$ cat src/rtl/servo_pkg.sv
// servo_pkg: shared constants and width helpers for servo_pwm_multi.
// Holds default parameters, clamp and per-frame slew-step functions.
package servo_pkg;

    localparam int DEF_NUM_CH     = 4;
    localparam int DEF_CLK_PER_US = 10;
    localparam int DEF_FRAME_US   = 20000;
    localparam int DEF_MIN_US     = 1000;
    localparam int DEF_MAX_US     = 2000;
    localparam int DEF_NEUTRAL_US = 1500;
    localparam int DEF_SLEW_US    = 50;

    // Counter width that stays legal when the modulus is 1.
    function automatic int cnt_w(input int n);
        return (n > 1) ? $clog2(n) : 1;
    endfunction

    function automatic logic [15:0] clamp_us(
        input logic [15:0] d,
        input logic [15:0] lo,
        input logic [15:0] hi
    );
        if (d < lo) return lo;
        if (d > hi) return hi;
        return d;
    endfunction

    // One frame of movement from act toward tgt; slew of 0 jumps directly.
    function automatic logic [15:0] slew_step(
        input logic [15:0] act,
        input logic [15:0] tgt,
        input logic [15:0] slew
    );
        logic [15:0] diff;
        diff = (tgt >= act) ? (tgt - act) : (act - tgt);
        if (slew == 16'd0 || diff <= slew) return tgt;
        if (tgt > act) return act + slew;
        return act - slew;
    endfunction

endpackage

$ cat src/rtl/servo_timebase.sv
// servo_timebase: microsecond prescaler and frame counter.
// Produces the frame boundary strike, next-count lookahead and frame_start.
module servo_timebase
    import servo_pkg::*;
#(
    parameter int CLK_PER_US = DEF_CLK_PER_US,
    parameter int FRAME_US   = DEF_FRAME_US,
    parameter int CW         = cnt_w(FRAME_US)
) (
    input  logic          i_clk,
    input  logic          i_rst_n,
    output logic          o_boundary,
    output logic [CW-1:0] o_cnt_next,
    output logic          o_frame_start
);

    localparam int PW = cnt_w(CLK_PER_US);

    logic [PW-1:0] r_presc;
    logic [CW-1:0] r_us_cnt;
    logic          r_frame_start;
    logic          w_us_tick;
    logic          w_boundary;
    logic [CW-1:0] w_cnt_next;

    assign w_us_tick  = (r_presc == PW'(CLK_PER_US - 1));
    assign w_boundary = w_us_tick && (r_us_cnt == CW'(FRAME_US - 1));
    assign w_cnt_next = !w_us_tick ? r_us_cnt :
                        (w_boundary ? '0 : r_us_cnt + CW'(1));

    // Advance prescaler and us counter; flag the cycle that opens a frame.
    always_ff @(posedge i_clk or negedge i_rst_n) begin
        if (!i_rst_n) begin
            r_presc       <= '0;
            r_us_cnt      <= '0;
            r_frame_start <= 1'b0;
        end else begin
            r_presc       <= w_us_tick ? '0 : r_presc + PW'(1);
            r_us_cnt      <= w_cnt_next;
            r_frame_start <= w_boundary;
        end
    end

    assign o_boundary    = w_boundary;
    assign o_cnt_next    = w_cnt_next;
    assign o_frame_start = r_frame_start;

endmodule

$ cat src/rtl/servo_pwm_multi.sv
// servo_pwm_multi: NUM_CH servo PWM channels on one shared frame timebase.
// Targets are clamped on write and applied, slew-limited, at frame boundaries.
module servo_pwm_multi
    import servo_pkg::*;
#(
    parameter int NUM_CH     = DEF_NUM_CH,
    parameter int CLK_PER_US = DEF_CLK_PER_US,
    parameter int FRAME_US   = DEF_FRAME_US,
    parameter int MIN_US     = DEF_MIN_US,
    parameter int MAX_US     = DEF_MAX_US,
    parameter int NEUTRAL_US = DEF_NEUTRAL_US,
    parameter int SLEW_US    = DEF_SLEW_US
) (
    input  logic              SYSCLK,
    input  logic              NSYSRESET,
    input  logic              wr_valid,
    input  logic [7:0]        wr_ch,
    input  logic [15:0]       wr_data,
    input  logic [NUM_CH-1:0] ch_en,
    output logic [NUM_CH-1:0] pwm_out,
    output logic              frame_start,
    output logic [NUM_CH-1:0] settled,
    output logic              wr_err
);

    localparam int CW = cnt_w(FRAME_US);

    logic          w_boundary;
    logic [CW-1:0] w_cnt_next;
    logic          w_bad_wr;
    logic          r_wr_err;

    servo_timebase #(
        .CLK_PER_US (CLK_PER_US),
        .FRAME_US   (FRAME_US),
        .CW         (CW)
    ) u_tb (
        .i_clk         (SYSCLK),
        .i_rst_n       (NSYSRESET),
        .o_boundary    (w_boundary),
        .o_cnt_next    (w_cnt_next),
        .o_frame_start (frame_start)
    );

    assign w_bad_wr = wr_valid && ({24'd0, wr_ch} >= 32'(NUM_CH));

    // Out-of-range channel writes are dropped and reported one cycle later.
    always_ff @(posedge SYSCLK or negedge NSYSRESET) begin
        if (!NSYSRESET) r_wr_err <= 1'b0;
        else            r_wr_err <= w_bad_wr;
    end

    assign wr_err = r_wr_err;

    for (genvar i = 0; i < NUM_CH; i++) begin : g_ch
        logic [15:0] r_target;
        logic [15:0] r_active;
        logic        r_en;
        logic        r_pwm;
        logic        r_settled;
        logic        w_hit;
        logic        w_en_next;
        logic [15:0] w_act_next;

        assign w_hit      = wr_valid && (wr_ch == 8'(i));
        assign w_en_next  = w_boundary ? ch_en[i] : r_en;
        assign w_act_next = w_boundary ?
                            slew_step(r_active, r_target, 16'(SLEW_US)) :
                            r_active;

        // Width and enable only move at the boundary, so pulses never runt.
        always_ff @(posedge SYSCLK or negedge NSYSRESET) begin
            if (!NSYSRESET) begin
                r_target  <= 16'(NEUTRAL_US);
                r_active  <= 16'(NEUTRAL_US);
                r_en      <= 1'b0;
                r_pwm     <= 1'b0;
                r_settled <= 1'b1;
            end else begin
                if (w_hit)
                    r_target <= clamp_us(wr_data, 16'(MIN_US), 16'(MAX_US));
                r_active  <= w_act_next;
                r_en      <= w_en_next;
                r_pwm     <= w_en_next &&
                             (32'(w_cnt_next) < 32'(w_act_next));
                r_settled <= (r_active == r_target);
            end
        end

        assign pwm_out[i] = r_pwm;
        assign settled[i] = r_settled;
    end

endmodule

$ cat config.mk
export PLATFORM = sky130hd
export DESIGN_NAME = servo_pwm_multi
export DESIGN_NICKNAME = d
export VERILOG_FILES = /design/src/rtl/servo_pkg.sv /design/src/rtl/servo_timebase.sv /design/src/rtl/servo_pwm_multi.sv
export SDC_FILE = /design/constraint.sdc
export NUM_CORES = 1
export LEC_CHECK = 0
export ABC_AREA = 1
export CAP_MARGIN = 30
export CORE_UTILIZATION = 40
export CTS_CLUSTER_DIAMETER = 30
export DETAILED_ROUTE_END_ITERATION = 16
export HOLD_SLACK_MARGIN = 0.02
export SETUP_SLACK_MARGIN = 0.5
export SYNTH_ARGS = -nofsm -noshare
export SYNTH_HDL_FRONTEND = slang
export SYNTH_HIERARCHICAL = 1
export SYNTH_SLANG_ARGS = --single-unit
$ cat constraint.sdc
create_clock -name SYSCLK -period 4.9 [get_ports SYSCLK]
set_input_delay 0.735 -clock SYSCLK [delete_from_list [all_inputs] [get_ports SYSCLK]]
set_output_delay 0.735 -clock SYSCLK [all_outputs]
set_load 0.01 [all_outputs]
# ---- After elaboration in Yosys (flattened, before gate mapping)
# Index checks and enable logic that the tools add are counted.
dict set report word_totals {
  reg_bits 161
  in_bits 31
  output_inout_bits 10
  word_cells 148
}
dict set report op_classes {
  reduce_logical 11
  n_mux 67
  eq_ne 9
  n_addsub 18
  magnitude_cmp 19
}
# cell n
set op_table {}
lappend op_table {{$mux W16} 34}
lappend op_table {{$sub A16 B16 Y16} 8}
lappend op_table {{$add A16 B6 Y16 const B} 4}
lappend op_table {{$eq A16 B16 Y1} 4}
lappend op_table {{$ge A16 B16 Y1} 4}
lappend op_table {{$gt A16 B16 Y1} 4}
lappend op_table {{$le A16 B6 Y1 const B} 4}
lappend op_table {{$lt A15 B16 Y1} 4}
lappend op_table {{$sub A16 B6 Y16 const B} 4}
lappend op_table {{$mux W1} 30}
lappend op_table {{$mux W15} 2}
lappend op_table {{$eq A8 B2 Y1 const B} 2}
lappend op_table {{$gt A16 B11 Y1 const B} 1}
lappend op_table {{$lt A16 B10 Y1 const B} 1}
lappend op_table {{$add A15 B1 Y15 const B} 1}
lappend op_table {{$eq A15 B15 Y1 const B} 1}
lappend op_table {{$logic_and A1 B1 Y1} 10}
lappend op_table {{$eq A8 B1 Y1 const B} 1}
lappend op_table {{$ge A8 B3 Y1 const B} 1}
lappend op_table {{$logic_not A8 Y1} 1}
lappend op_table {{$add A4 B1 Y4 const B} 1}
lappend op_table {{$eq A4 B4 Y1 const B} 1}
lappend op_table {{$mux W4} 1}

# ---- Logic depth before layout (Yosys ltp)
dict set report logic_depth {
  ltp_word 10
  depth_mapped 35
  mapped_depth_nobuf 35
}

# ---- By module
# The synthesis kept the hierarchy.
# module cells_each seq_area_each_um2 area_per_inst_um2 n_inst
set modules_own_cells {}
lappend modules_own_cells {servo_pwm_multi 2780 3603.5 17715.7 1}
lappend modules_own_cells {servo_timebase 160 500.5 1132.3 1}

# ---- Least setup slack after synthesis
# No wires, ideal clock.
dict set report synth_timing {
  kind {reg-to-reg}
  startpoint {reg g_ch[3].r_target[2]}
  endpoint {reg g_ch[3].r_pwm}
  required_ns 4.779
  path_buffers 0
  setup_ns 0.121
  arrival_ns 4.408
  slack_ns 0.371
  stages_incl_launch_ff 36
  synth_period_minus_slack_ns 4.529
  cell_sequence {dfstp_2 -> inv_1 -> ha_1 -> nand2_1 -> inv_2 -> nand2_1 -> nand2_1 -> nand2_1 -> nand2_2 -> nand2_2 -> nand2_1 -> nand2_1 -> ha_1 -> a21o_1 -> a31oi_1 -> inv_1 -> nand2_1 -> nand2_1 -> a21oi_1 -> inv_1 -> nand2_1 -> nand2_1 -> nand2_1 -> nand2_1 -> a21boi_0 -> o21ai_0 -> nand2_1 -> nand3_1 -> a31oi_1 -> inv_2 -> ha_1 -> nand2_1 -> inv_1 -> nand3_1 -> nor2_1 -> a21oi_1}
}
dict set report synth_between {
  elab_chain_len 8
  elab_cells_between_ends 16
  cone_classes {add/sub (2); order compare (4); mux (9); reduce/logical (1)}
}
# element line
set synth_lines {}
lappend synth_lines {{start: declaration} servo_pwm_multi.sv:56} ;# logic [15:0] r_target;
lappend synth_lines {{start signal: assignment} servo_pwm_multi.sv:74} ;# r_target <= 16'(NEUTRAL_US);
lappend synth_lines {{start signal: assignment} servo_pwm_multi.sv:81} ;# r_target <= clamp_us(wr_data, 16'(MIN_US), 16'(MAX_US));
lappend synth_lines {{$sub A16 B16 Y16, or another cell as far along} servo_pkg.sv:35} ;# diff = (tgt >= act) ? (tgt - act) : (act - tgt);
lappend synth_lines {{$mux W16 / $mux W1 (equally long branches)} {servo_pkg.sv:35, servo_pkg.sv:37}}
lappend synth_lines {{$le A16 B6 Y1 / $mux W1 (equally long branches)} {servo_pkg.sv:36, servo_pkg.sv:37}}
lappend synth_lines {{$mux W1 / $mux W16 (equally long branches)} {servo_pkg.sv:36, servo_pkg.sv:38}}
lappend synth_lines {{$mux W16 *} servo_pkg.sv:37} ;# if (tgt > act) return act + slew;
lappend synth_lines {{$mux W16 *} servo_pwm_multi.sv:67} ;# assign w_act_next = w_boundary ?
lappend synth_lines {{net g_ch[3].w_act_next[12]} servo_pwm_multi.sv:63} ;# logic [15:0] w_act_next;
lappend synth_lines {{$lt A15 B16 Y1 *} servo_pwm_multi.sv:85} ;# (32'(w_cnt_next) < 32'(w_act_next));
lappend synth_lines {{$logic_and A1 B1 Y1 *} servo_pwm_multi.sv:84} ;# r_pwm <= w_en_next &&
lappend synth_lines {{end signal: assignment} servo_pwm_multi.sv:84}
lappend synth_lines {{end: declaration} servo_pwm_multi.sv:59} ;# logic r_pwm;
# Mark *: on every way through the listed nets, which the timed path passes. The rest lies on a longest branch. The select of a mux whose other input is x is not followed.
# A chain may end at the register's enable or synchronous reset.

# ---- Worst setup path in the final report
dict set report layout_timing {
  startpoint {reg g_ch[3].r_target[3]}
  endpoint {reg g_ch[3].r_pwm}
}
# The elaborated chain is that of the path after synthesis.

==> summary.md <==
| Metric | Value |
|---|---|
| Die X-Extent | `between 200 and 250 um` |
| P_int | `0.00257 W` |
| Row count | `79` |
| Height of the die | `~220 um` |
| Syn nets | `approximately 3200` |
| WP data required | `between 5000 and 6000 ps` |
| WL per Instance | `around 16 um` |
| Violated checks | `DRC` |
| Max-cap violations | `0` |
| Clk pwr share | `0.345` |
| Initial antenna violation count | `0` |
| Clk_skew | `12.8 ps` |
| Post-synth EDFFs | `0` |
| Fmax | `between 200 and 250 MHz` |
| Final Hold Viols | `0` |
| Die footprint | `48000 um2` |
| Synth Instances | `between 2000 and 3000` |
| Port bufs | `40` |
| Clock Tree Root | `clkbuf_16` |
| Minimum clock period | `between 4000 and 5000 ps` |
| Slowest Stage Delay on Critical Path | `about 570 ps` |
| YS warnings | `6` |
| Synthesized area | `about 19000 um2` |
| Final TNS setup | `0 ps` |
| CP max FO | `5` |
| Yosys reg bits | `161` |
| Fin crit share | `0.881` |
| Post-DP HPWL | `about 46000 um` |
| DRC | `2` |
| CTS tree | `done` |
| Core Area | `around 47000 um2` |
| Vias in the first global route | `roughly 18000` |
| Status | `finished with violations` |
| Ant diodes | `0` |
| Fraction of layout cells with a size suffix above 1 | `0.186` |
| Max Buffers Root-to-Sink | `2` |
| P&R area growth vs syn | `20.8%` |
| CP arrival | `about 4700 ps` |
| Slew Limit Fails | `0` |
| WS Path Type | `flip-flop to flip-flop` |
| P_sw | `about 0.0015 W` |
| Clock sink total | `161` |
| Register area share after synthesis | `0.218` |
| Critical Path End Type | `flip-flop` |
| First-pass GRT wire length | `93400 um` |
| Tot GR Track Use | `0.245` |
| RSZ-0062 raised after global routing | `true` |
| Vias | `around 19000` |
| Initial Utilization | `0.405` |
| Synth async-reset ratio | `1.00` |
| Post-synth cell types | `56` |
| Grt total ovfl | `0` |
| Drt pass-1 iters | `11` |
| Worst-path clk slew | `approximately 80 ps` |
| Reg power frac | `0.348` |
| Nets | `3370` |
| Via density | `5.13` |
| GPL Wtd Cong | `about 0.94` |
| Switching share of power | `0.368` |
| Logic pwr share | `0.307` |
| Relative slew slack | `0.348` |
| Max VDD drop | `approximately 0.00024 V` |
| CTS Hold Buffers Added | `0` |
| Mean Syn Cell Area | `around 6.4 um2` |
| TritonCTS Buffers | `17` |
| Tot Pwr | `just over 0.004 W` |
| CTS H-tree depth | `4` |
| WL final | `around 59000 um` |
| Pwr per Cell Area | `about 180 nW/um2` |
| Largest net degree at the start of global routing | `80` |
| Total leakage power | `about 12 nW` |
| Setup-failing EPs final | `0` |
| HP Class | `input port to asynchronous set/reset pin` |
| Primary FF master, synth | `dfrtp_1` |
| Worst slew pin tran | `974 ps` |
| Iter 0 DRT Violations | `approximately 1300` |
| Critical path startpoint category | `flip-flop` |
| Top cell by count, worst path | `nand2_2` |
| Skew-Pair Late Insertion Delay | `around 470 ps` |
| I/O pin cnt | `41` |
| Post-route ant nets | `0` |
| Worst-path cell with the longest stage delay | `dfstp_2` |
stage by stage:
step	setup slack [ps]	hold slack (ps)	cell area, um2	cells	util
5_1_grt	300	379	22800	3714	0.489
3_3_place_gp	191	487	20100	3585	0.432
4_1_cts	493	346	21200	3637	0.456
3_5_place_dp	55.2	491	20100	3588	0.433
6_report	584	311	22800	3714	0.489
2_1_floorplan	502	439	18900	2940	-
cell usage in the layout, fill, tap and decap left out, types with 18 or more instances in the layout:
| master | Yosys | final |
|---|---|---|
| nand2_1 | 867 | 825 |
| inv_1 | 525 | 499 |
| nor2_1 | 230 | 223 |
| ha_1 | 233 | 174 |
| nand3_1 | 170 | 161 |
| a21oi_1 | 191 | 154 |
| buf_4 | 11 | 139 |
| dfrtp_1 | 101 | 97 |
| o21ai_0 | 114 | 88 |
| xor2_1 | 61 | 61 |
| dfstp_2 | 60 | 60 |
| inv_2 | 35 | 52 |
| ha_4 | 0 | 51 |
| nand2_2 | 18 | 46 |
| nand4_1 | 45 | 45 |
| clkdlybuf4s50_1 | 0 | 39 |
| a21oi_2 | 5 | 37 |
| o21ai_1 | 5 | 24 |
| nor2_2 | 22 | 22 |
| nor3_1 | 22 | 18 |
power groups by stage:
stage	logic (W)	registers (W)	clock network [W]
3_5_place_dp	0.00109	0.00144	0
2_1_floorplan	0.000805	0.00142	0
5_1_grt	0.00141	0.00142	0.00148
6_report	0.00125	0.00141	0.00140
3_3_place_gp	0.00108	0.00143	0
4_1_cts	0.00113	0.00141	0.00143
worst max-delay path, delay by kind of cell (launching register included):
family / cells / cell delay [ps]
flops: 1 / 570
fa+ha+maj: 3 / 730
compound gates: 9 / 1260
simple gates: 16 / 1190
buf+inv: 6 / 510
Yosys cell counts (7+ instances only):
cell type    n  share of area
nand2_1    867           0.17
inv_1      525           0.10
ha_1       233           0.15
nor2_1     230          0.046
a21oi_1    191          0.051
nand3_1    170          0.045
o21ai_0    114          0.030
dfrtp_1    101           0.13
xor2_1      61          0.028
dfstp_2     60          0.084
nand4_1     45          0.015
inv_2       35         0.0070
nor2_2      22         0.0073
nor3_1      22         0.0058
nand2_2     18         0.0060
buf_2       17         0.0045
clkbuf_1    17         0.0034
o211ai_1    17         0.0068
o21bai_1    14         0.0056
xnor2_1     14         0.0065
fa_1        12          0.013
a221oi_2    11         0.0088
buf_4       11         0.0044
o221ai_1    11         0.0051
o22ai_1     11         0.0037
nor2_4      10         0.0060
a31oi_1      9         0.0030
nand3_2      8         0.0042
a211oi_1     7         0.0028
nand3b_1     7         0.0028
what timing repair did:
action | CTS | global route
setup buffers | 17 | 77
endpoints found under the setup margin | 4 | 4
pin swaps | 22 | 107
gates resized for setup | 88 | 223
state kept, by name, summed over array words and instances, names as in the netlist:
register / count
g_ch.r_en: 4
g_ch.r_target: 64
u_tb/r_us_cnt: 15
g_ch.r_settled: 4
u_tb/o_frame_start: 1
u_tb/r_presc: 4
wr_err: 1
g_ch.r_active: 64
g_ch.r_pwm: 4
worst paths after layout:
path,depth (start not counted),start,to,slack (ps)
worst max register to register,34,g_ch[3].r_target[3]$_DFFE_PN1P_,g_ch[3].r_pwm$_DFF_PN0_,580
worst min-delay path,1,NSYSRESET,g_ch[3].r_target[14]$_DFFE_PN0P_,310
min in group SYSCLK,2,g_ch[2].r_en$_DFF_PN0_,g_ch[2].r_en$_DFF_PN0_,500
worst max-delay path,34,g_ch[3].r_target[3]$_DFFE_PN1P_,g_ch[3].r_pwm$_DFF_PN0_,580
worst min register to register,2,g_ch[2].r_en$_DFF_PN0_,g_ch[2].r_en$_DFF_PN0_,500
max in group asynchronous,2,NSYSRESET,g_ch[1].r_target[5]$_DFFE_PN0P_,3430
area by class of cell:
cell class	instances	area [um2]
clock buffers	18	439
flip-flops and latches	161	4110
fillers	4657	23800
well taps	607	759
repair buffers	184	1500
inverters	566	2160
multi-input cells	2164	13600
clock inverters	14	145
kinds of logic (layout without fill, tap and decap cells):
kind of cell,count (synthesis),in the layout,synth area share
AO/OA/AOI/OAI,422,422,0.132
XOR/XNOR,75,75,0.0349
adder cells (fa/ha/maj),245,245,0.167
buffers and inverters,615,782,0.127
flip-flops,161,161,0.218
AND/OR/NAND/NOR,1422,1422,0.321
layer usage:
metal / up-vias / track usage / wire length [um]
met3: 91 / 0.0233 / 2050
met1: 8918 / 0.332 / 28000
li1: 9638 / - / -
met4: 0 / 0.0685 / 1430
met5: - / 0 / 0
met2: 399 / 0.414 / 27900
No activity file was read; power rests on OpenSTA's default activity.
